### src/rtl/rcu_pll_seq.sv
// rcu_pll_seq: PLL enable/lock/stability sequencer driving glitch-free clock dividers.
// Define RCU_PLL_TIMEOUT_EN to build the lock-acquire timeout.
module rcu_pll_seq #(
    parameter int CHNL_NUM       = 4,
    parameter int DIV_WIDTH      = 8,
    parameter int LOCK_CNT_WIDTH = 16,
    parameter logic [LOCK_CNT_WIDTH-1:0] TIMEOUT_CYC = 16'hFFFF
) (
    input  logic                          clk_i,
    input  logic                          rst_i,
    input  logic                          pll_en_i,
    input  logic [LOCK_CNT_WIDTH-1:0]     lock_wait_i,
    input  logic                          pll_lock_i,
    input  logic [CHNL_NUM*DIV_WIDTH-1:0] div_val_i,
    input  logic                          div_upd_i,
    output logic                          div_upd_ack_o,
    output logic                          div_busy_o,
    output logic                          pll_en_o,
    output logic                          pll_sel_o,
    output logic [1:0]                    state_o,
    output logic                          lock_lost_o,
    input  logic                          lock_lost_clr_i,
    output logic                          timeout_o,
    output logic [CHNL_NUM-1:0]           clk_en_o,
    output logic [CHNL_NUM-1:0]           div_clk_o
);

    typedef enum logic [1:0] {
        S_OFF  = 2'd0,
        S_ACQ  = 2'd1,
        S_STAB = 2'd2,
        S_RUN  = 2'd3
    } state_e;

    state_e                    state_q, state_d;
    logic                      lock_m_q, lock_s_q;
    logic [LOCK_CNT_WIDTH-1:0] stab_q, stab_d;
    logic                      lost_q, lost_d;
    logic                      lost_set;

`ifdef RCU_PLL_TIMEOUT_EN
    logic [LOCK_CNT_WIDTH-1:0] tcnt_q, tcnt_d;
    logic                      blk_q, blk_d;
    logic                      tmo_q, tmo_d;
`endif

    // FSM next state
    always_comb begin
        state_d  = state_q;
        stab_d   = '0;
        lost_set = 1'b0;
`ifdef RCU_PLL_TIMEOUT_EN
        tcnt_d   = '0;
        blk_d    = blk_q & pll_en_i;
        tmo_d    = tmo_q;
`endif
        if (!pll_en_i) begin
            state_d = S_OFF;
        end else begin
            unique case (state_q)
                S_OFF: begin
`ifdef RCU_PLL_TIMEOUT_EN
                    if (!blk_q) begin
                        state_d = S_ACQ;
                        tmo_d   = 1'b0;
                    end
`else
                    state_d = S_ACQ;
`endif
                end
                S_ACQ: begin
                    if (lock_s_q) begin
                        state_d = S_STAB;
`ifdef RCU_PLL_TIMEOUT_EN
                    end else if (tcnt_q == TIMEOUT_CYC - LOCK_CNT_WIDTH'(1)) begin
                        state_d = S_OFF;
                        tmo_d   = 1'b1;
                        blk_d   = 1'b1;
                    end else begin
                        tcnt_d = tcnt_q + LOCK_CNT_WIDTH'(1);
`endif
                    end
                end
                S_STAB: begin
                    if (!lock_s_q) begin
                        state_d = S_ACQ;
                    end else if (stab_q == lock_wait_i) begin
                        state_d = S_RUN;
                    end else begin
                        stab_d = stab_q + LOCK_CNT_WIDTH'(1);
                    end
                end
                S_RUN: begin
                    if (!lock_s_q) begin
                        state_d  = S_ACQ;
                        lost_set = 1'b1;
                    end
                end
            endcase
        end
        // a fresh loss wins over a simultaneous clear
        if (lost_set) begin
            lost_d = 1'b1;
        end else if (lock_lost_clr_i) begin
            lost_d = 1'b0;
        end else begin
            lost_d = lost_q;
        end
    end

    always_ff @(posedge clk_i) begin
        if (rst_i) begin
            state_q  <= S_OFF;
            lock_m_q <= 1'b0;
            lock_s_q <= 1'b0;
            stab_q   <= '0;
            lost_q   <= 1'b0;
`ifdef RCU_PLL_TIMEOUT_EN
            tcnt_q   <= '0;
            blk_q    <= 1'b0;
            tmo_q    <= 1'b0;
`endif
        end else begin
            state_q  <= state_d;
            lock_m_q <= pll_lock_i;
            lock_s_q <= lock_m_q;
            stab_q   <= stab_d;
            lost_q   <= lost_d;
`ifdef RCU_PLL_TIMEOUT_EN
            tcnt_q   <= tcnt_d;
            blk_q    <= blk_d;
            tmo_q    <= tmo_d;
`endif
        end
    end

`ifdef RCU_PLL_TIMEOUT_EN
    assign timeout_o = tmo_q;
`else
    logic unused_tmo;
    assign unused_tmo = ^TIMEOUT_CYC;
    assign timeout_o  = 1'b0;
`endif

    logic [DIV_WIDTH-1:0] sh_q   [CHNL_NUM];
    logic [DIV_WIDTH-1:0] sh_d   [CHNL_NUM];
    logic [DIV_WIDTH-1:0] pend_q [CHNL_NUM];
    logic [DIV_WIDTH-1:0] pend_d [CHNL_NUM];
    logic [DIV_WIDTH-1:0] cnt_q  [CHNL_NUM];
    logic [DIV_WIDTH-1:0] cnt_d  [CHNL_NUM];
    logic [CHNL_NUM-1:0]  pv_q, pv_d;
    logic [CHNL_NUM-1:0]  ce_q, ce_d;
    logic [CHNL_NUM-1:0]  dc_q, dc_d;
    logic [CHNL_NUM-1:0]  d_le1, wrap;
    logic                 busy_q, busy_d;
    logic                 ack_q, ack_d;
    logic                 run_q, act;

    assign run_q = (state_q == S_RUN);
    assign act   = run_q && (state_d == S_RUN);

    for (genvar k = 0; k < CHNL_NUM; k++) begin : g_ch
        assign d_le1[k] = (sh_q[k] <= DIV_WIDTH'(1));
        assign wrap[k]  = !d_le1[k] && (cnt_q[k] == sh_q[k] - DIV_WIDTH'(1));
    end

    // a channel swaps shadow only at its own period boundary
    always_comb begin
        busy_d = busy_q;
        ack_d  = 1'b0;
        pv_d   = pv_q;
        ce_d   = '0;
        dc_d   = '0;
        for (int k = 0; k < CHNL_NUM; k++) begin
            sh_d[k]   = sh_q[k];
            pend_d[k] = pend_q[k];
            cnt_d[k]  = '0;
            if (act) begin
                ce_d[k] = d_le1[k] | wrap[k];
                dc_d[k] = !d_le1[k] && (cnt_q[k] < (sh_q[k] >> 1));
                if (!d_le1[k] && !wrap[k]) begin
                    cnt_d[k] = cnt_q[k] + DIV_WIDTH'(1);
                end
            end
            if (pv_q[k] && (!run_q || d_le1[k] || wrap[k])) begin
                sh_d[k]  = pend_q[k];
                cnt_d[k] = '0;
                pv_d[k]  = 1'b0;
            end
        end
        if (busy_q) begin
            if (pv_d == '0) begin
                busy_d = 1'b0;
                ack_d  = 1'b1;
            end
        end else if (div_upd_i) begin
            busy_d = 1'b1;
            pv_d   = '1;
            for (int k = 0; k < CHNL_NUM; k++) begin
                pend_d[k] = div_val_i[k*DIV_WIDTH +: DIV_WIDTH];
            end
        end
    end

    always_ff @(posedge clk_i) begin
        if (rst_i) begin
            busy_q <= 1'b0;
            ack_q  <= 1'b0;
            pv_q   <= '0;
            ce_q   <= '0;
            dc_q   <= '0;
            for (int k = 0; k < CHNL_NUM; k++) begin
                sh_q[k]   <= DIV_WIDTH'(1);
                pend_q[k] <= '0;
                cnt_q[k]  <= '0;
            end
        end else begin
            busy_q <= busy_d;
            ack_q  <= ack_d;
            pv_q   <= pv_d;
            ce_q   <= ce_d;
            dc_q   <= dc_d;
            sh_q   <= sh_d;
            pend_q <= pend_d;
            cnt_q  <= cnt_d;
        end
    end

    assign div_upd_ack_o = ack_q;
    assign div_busy_o    = busy_q;
    assign pll_en_o      = (state_q != S_OFF);
    assign pll_sel_o     = run_q;
    assign state_o       = state_q;
    assign lock_lost_o   = lost_q;
    assign clk_en_o      = ce_q;
    assign div_clk_o     = dc_q;

endmodule

### config.mk
export PLATFORM = sky130hd
export DESIGN_NAME = rcu_pll_seq
export DESIGN_NICKNAME = d
export VERILOG_FILES = /design/src/rtl/rcu_pll_seq.sv
export SDC_FILE = /design/constraint.sdc
export NUM_CORES = 1
export LEC_CHECK = 0
export CAP_MARGIN = 20
export CORE_MARGIN = 3
export CORE_UTILIZATION = 52
export DETAILED_ROUTE_END_ITERATION = 8
export GPL_TIMING_DRIVEN = 0
export HOLD_SLACK_MARGIN = 0.12
export PLACE_DENSITY = 0.72
export SETUP_SLACK_MARGIN = 0.15
export SYNTH_ARGS = -nofsm -noshare
export SYNTH_HDL_FRONTEND = slang
export SYNTH_SLANG_ARGS = --single-unit
### constraint.sdc
create_clock -name clk_i -period 3.2 [get_ports clk_i]
set_clock_uncertainty 0.05 [all_clocks]
set_input_delay 0.32 -clock clk_i [delete_from_list [all_inputs] [get_ports clk_i]]
set_output_delay 0.32 -clock clk_i [all_outputs]
set_load 0.02 [all_outputs]
==> results.yml, run 1 <==
outcome:
  status: "complete, no violations"
logic_synthesis:
  synthFlopType: "dfxtp_1"
  synthArstFlopShare_pct: 0
  synth-edff-count: 0
  yosysUniqueCellTypes: 60
  synth_area_um2: 6550
  yosys_warnings: 0
  avgSynthCellArea_um2: 8.67
  ys_seq_area_share_pct: 40.0
  synth.area.top_cells: "dfxtp_1 (40%), ha_1 (7.1%), xor2_1 (7.0%), nand2_1 (4.8%), nor2_1 (4.8%)"
  synthCells: 756
  synth_top_cell_by_area: "dfxtp_1"
  synth_top_area_share_pct: 40.0
  synth.net_count: 847
  synth_seq_cells: 131
grt:
  track_usage_pct: 22.3
  grt-ovfl-total: 0
  grt_pass1_vias: 5360
  grt_antenna_before_repair: 0
  grt_pass1_wl_um: 25400
  grt_max_degree: 17
clocking:
  numCtsBuffers: 17
  cts_tree: "built"
  cts_hold_buf: 0
  htree_levels: 4
  clockBufferDepth: 2
  insertion_delay_ns: 0.41
  path_clk_slew_ns: 0.06
  post_cts_buffers: 0
  clkSinkCount: 131
  root_buffer: "clkbuf_16"
power_and_ir_drop:
  vdd_drop_max_v: 0.000365
  leakagePower_nw: 3.24
  power-per-cell-area_nw_per_um2: 525
placement:
  place_congestion: 0.844
  port_buffers: 68
  place_hpwl_um: 11300
  placed_cells: 992
sta:
  tightest_slew_ns: 1.02
  hold_ws_ns: 0.393
  relSlewSlack_pct: 31.8
  setup_violations: 0
  fmax_mhz: 359
  fin_crit_ns: 2.79
  rsz0062_at_grt: "false"
  tns_ns: 0
  hold_violations: 0
  drv_slew: 0
  fin_crit_sh_pct: 87.1
critical_path:
  rr_endpoint: "div_upd_ack_o"
  reg2reg_from: "sh_q[11]"
  critPathKind: "flip-flop to flip-flop"
  critPathLaunch: "sh_q[11]"
  cp_data_required_time_ns: 3.50
  path_max_fanout: 7
  r2r_cells: 7
  worstSetupEndpointType: "flip-flop"
  startpoint_type: "flip-flop"
  rrSetupSlack_ns: 0.41
  cp.arrival_ns: 3.08
  crit_end: "div_upd_ack_o"
final_layout:
  areaGrowthSynthToFinish_pct: 24.0
  drive_above_1_share_pct: 5.14
  antenna_cells: 0
  stdcell_count: 1024
  finalNetCount: 934
floorplanning:
  start_util_pct: 53.9
  die_x_um: 118
  num_rows: 40
  die_h_um: 118
  ios: 70
  die_area_um2: 14000
  coreArea_um2: 12200
drt:
  avgViaCountPerCell: 5.35
  drtIter0Drc: 316
  dr.pass1.iters: 5
  drc_errors: 0
  wl_per_cell_um: 14.8
  ant_nets: 0
  vias: 5475
  wirelength_um: 15200
job:
  drv_cap: 0
min_path:
  hp-start: "lock_s_q"
  min-delay-path-class: "flip-flop to flip-flop"
-- synthesized netlist by cell type, types with 2 or more instances --
cell         n
a221o_1      2
xor2_1      52
inv_1       40
o31ai_4      2
o21ai_0      6
xnor2_1     35
nor3_1      14
and3_1      18
nand2b_1    21
nand2_1     84
a21o_1      20
nor2b_1      3
and4_1       2
nor3b_1      2
nand3_1     31
o21bai_1     3
nor2_1      84
nor4_1       7
clkbuf_1    22
o22ai_1      3
or3_1       10
dfxtp_1    131
o2111a_1     2
or4_1        4
or2_2        3
a2111oi_0    2
mux2i_1     29
ha_1        37
nand4_1      6
and3b_1      2
a21oi_1     50
-- stage by stage --
| step | utilization, % | area (um2) | power, mW | setup WS (ns) |
|---|---|---|---|---|
| after global routing | 66.8 | 8120 | 4.42 | 0.242 |
| after floorplan | - | 6550 | 1.97 | 0.701 |
| after detailed placement | 61.2 | 7450 | 2.11 | 0.0640 |
| final | 66.8 | 8120 | 4.26 | 0.412 |
| after CTS | 66.7 | 8120 | 4.29 | 0.310 |
| after global placement | 61.2 | 7440 | 2.10 | 0.180 |
-- layout by cell type (no fill, tap or decap), types with 2 or more instances in the layout --
cell | synthesis | final
o21ai_0 | 6 | 6
a21oi_1 | 50 | 50
nand2_1 | 84 | 84
clkbuf_8 | 0 | 2
and4_1 | 2 | 2
mux2i_1 | 29 | 29
xnor2_1 | 35 | 35
o2111a_1 | 2 | 2
nand3_1 | 31 | 31
o21bai_1 | 3 | 3
a2111oi_2 | 1 | 2
clkbuf_16 | 0 | 17
or4_1 | 4 | 4
a221o_1 | 2 | 2
and3_1 | 18 | 18
xor2_1 | 52 | 52
nand4_1 | 6 | 6
clkbuf_1 | 22 | 26
nor2_1 | 84 | 84
and3b_1 | 2 | 2
bufinv_16 | 0 | 6
or2_2 | 3 | 3
nor3b_1 | 2 | 2
inv_1 | 40 | 40
a21o_1 | 20 | 20
o22ai_1 | 3 | 3
nor2b_1 | 3 | 3
clkinvlp_4 | 0 | 2
clkdlybuf4s50_1 | 0 | 68
nand2b_1 | 21 | 21
or3_1 | 10 | 10
nor3_1 | 14 | 13
ha_1 | 37 | 37
nor4_1 | 7 | 7
dfxtp_1 | 131 | 131
o31ai_4 | 2 | 2
-- per-layer routing --
metal  up-vias  track usage [%]  wire length (um)
li1       2744                -                 -
met1      2588             27.3              6730
met2       123             38.3              7380
met3        20             5.45               759
met4         0             7.40               317
met5         -                0                 0
-- flip-flops by register name, indices dropped and copies added, names as in the netlist, 2 cells and up --
signal,cells
cnt_q,32
pend_q,32
sh_q,32
stab_q,16
clk_en_o,4
div_clk_o,4
pv_q,4
state_o,2
-- area by class of cell --
class / instances / area [um2]
Clock inverter: 9 / 200
Inverter: 41 / 154
Clock buffer: 23 / 468
Buffer: 24 / 93.8
Tap cell: 168 / 210
Timing Repair Buffer: 68 / 681
Sequential cell: 131 / 2620
Fill cell: 978 / 4040
Multi-Input combinational cell: 560 / 3690
-- critical path, cell delays in order (launching register included) --
cell     delay [ns]
dfxtp_1        0.38
nor4_1         0.57
and3_1         0.27
xnor2_1        0.07
nor4b_1        0.75
or3_1          0.24
and4_1         0.22
and3b_1        0.18
-- how the worst min path moves through the flow --
stage                 endpoint  slack [ns]  depth (start not counted)
finish              state_o[0]        0.39                          1
global route        pend_q[10]        0.40                          3
CTS                  pend_q[3]        0.39                          3
detailed placement    lock_s_q        0.38                          1
global placement    state_o[0]        0.37                          1
floorplan           state_o[0]        0.36                          1
-- what timing repair did --
action	in CTS	in global routing
pin swaps	0	0
gates resized for setup	1	1
endpoints found under the setup margin	8	16
-- cell families (layout without fill, tap and decap cells) --
logic type | Yosys count | count (layout) | synth area share, %
simple gates | 298 | 298 | 21.7
buf+inv | 65 | 165 | 3.78
compound gates | 107 | 107 | 11.1
fa+ha+maj | 37 | 37 | 7.07
other cells | 1 | 1 | 0.0572
flops | 131 | 131 | 40.0
xor+xnor | 87 | 87 | 11.6
mux | 30 | 30 | 4.60
-- power by group --
part	switching (mW)	internal [mW]	leakage, nW	total, mW
registers	0.0363	1.67	1.06	1.71
clock network	0.675	1.50	0.318	2.18
logic	0.191	0.188	1.86	0.378
(Power assumes the default switching activity.)
==> run 2, diff against run 1 <==
clock period = 3.15 ns   (was 3.2 ns; I/O delays follow)
==> results of run 2 <==
The final DEF is identical to that of run 1. Status: complete, no violations.
Among the figures that moved: setup slack after placement 0.0640 ns -> 0.0140 ns; setup slack after layout 0.412 ns -> 0.362 ns; register-to-register setup slack 0.41 ns -> 0.36 ns; total power 4.26 mW -> 4.33 mW; worst IR drop on VDD 0.000365 V -> 0.000370 V
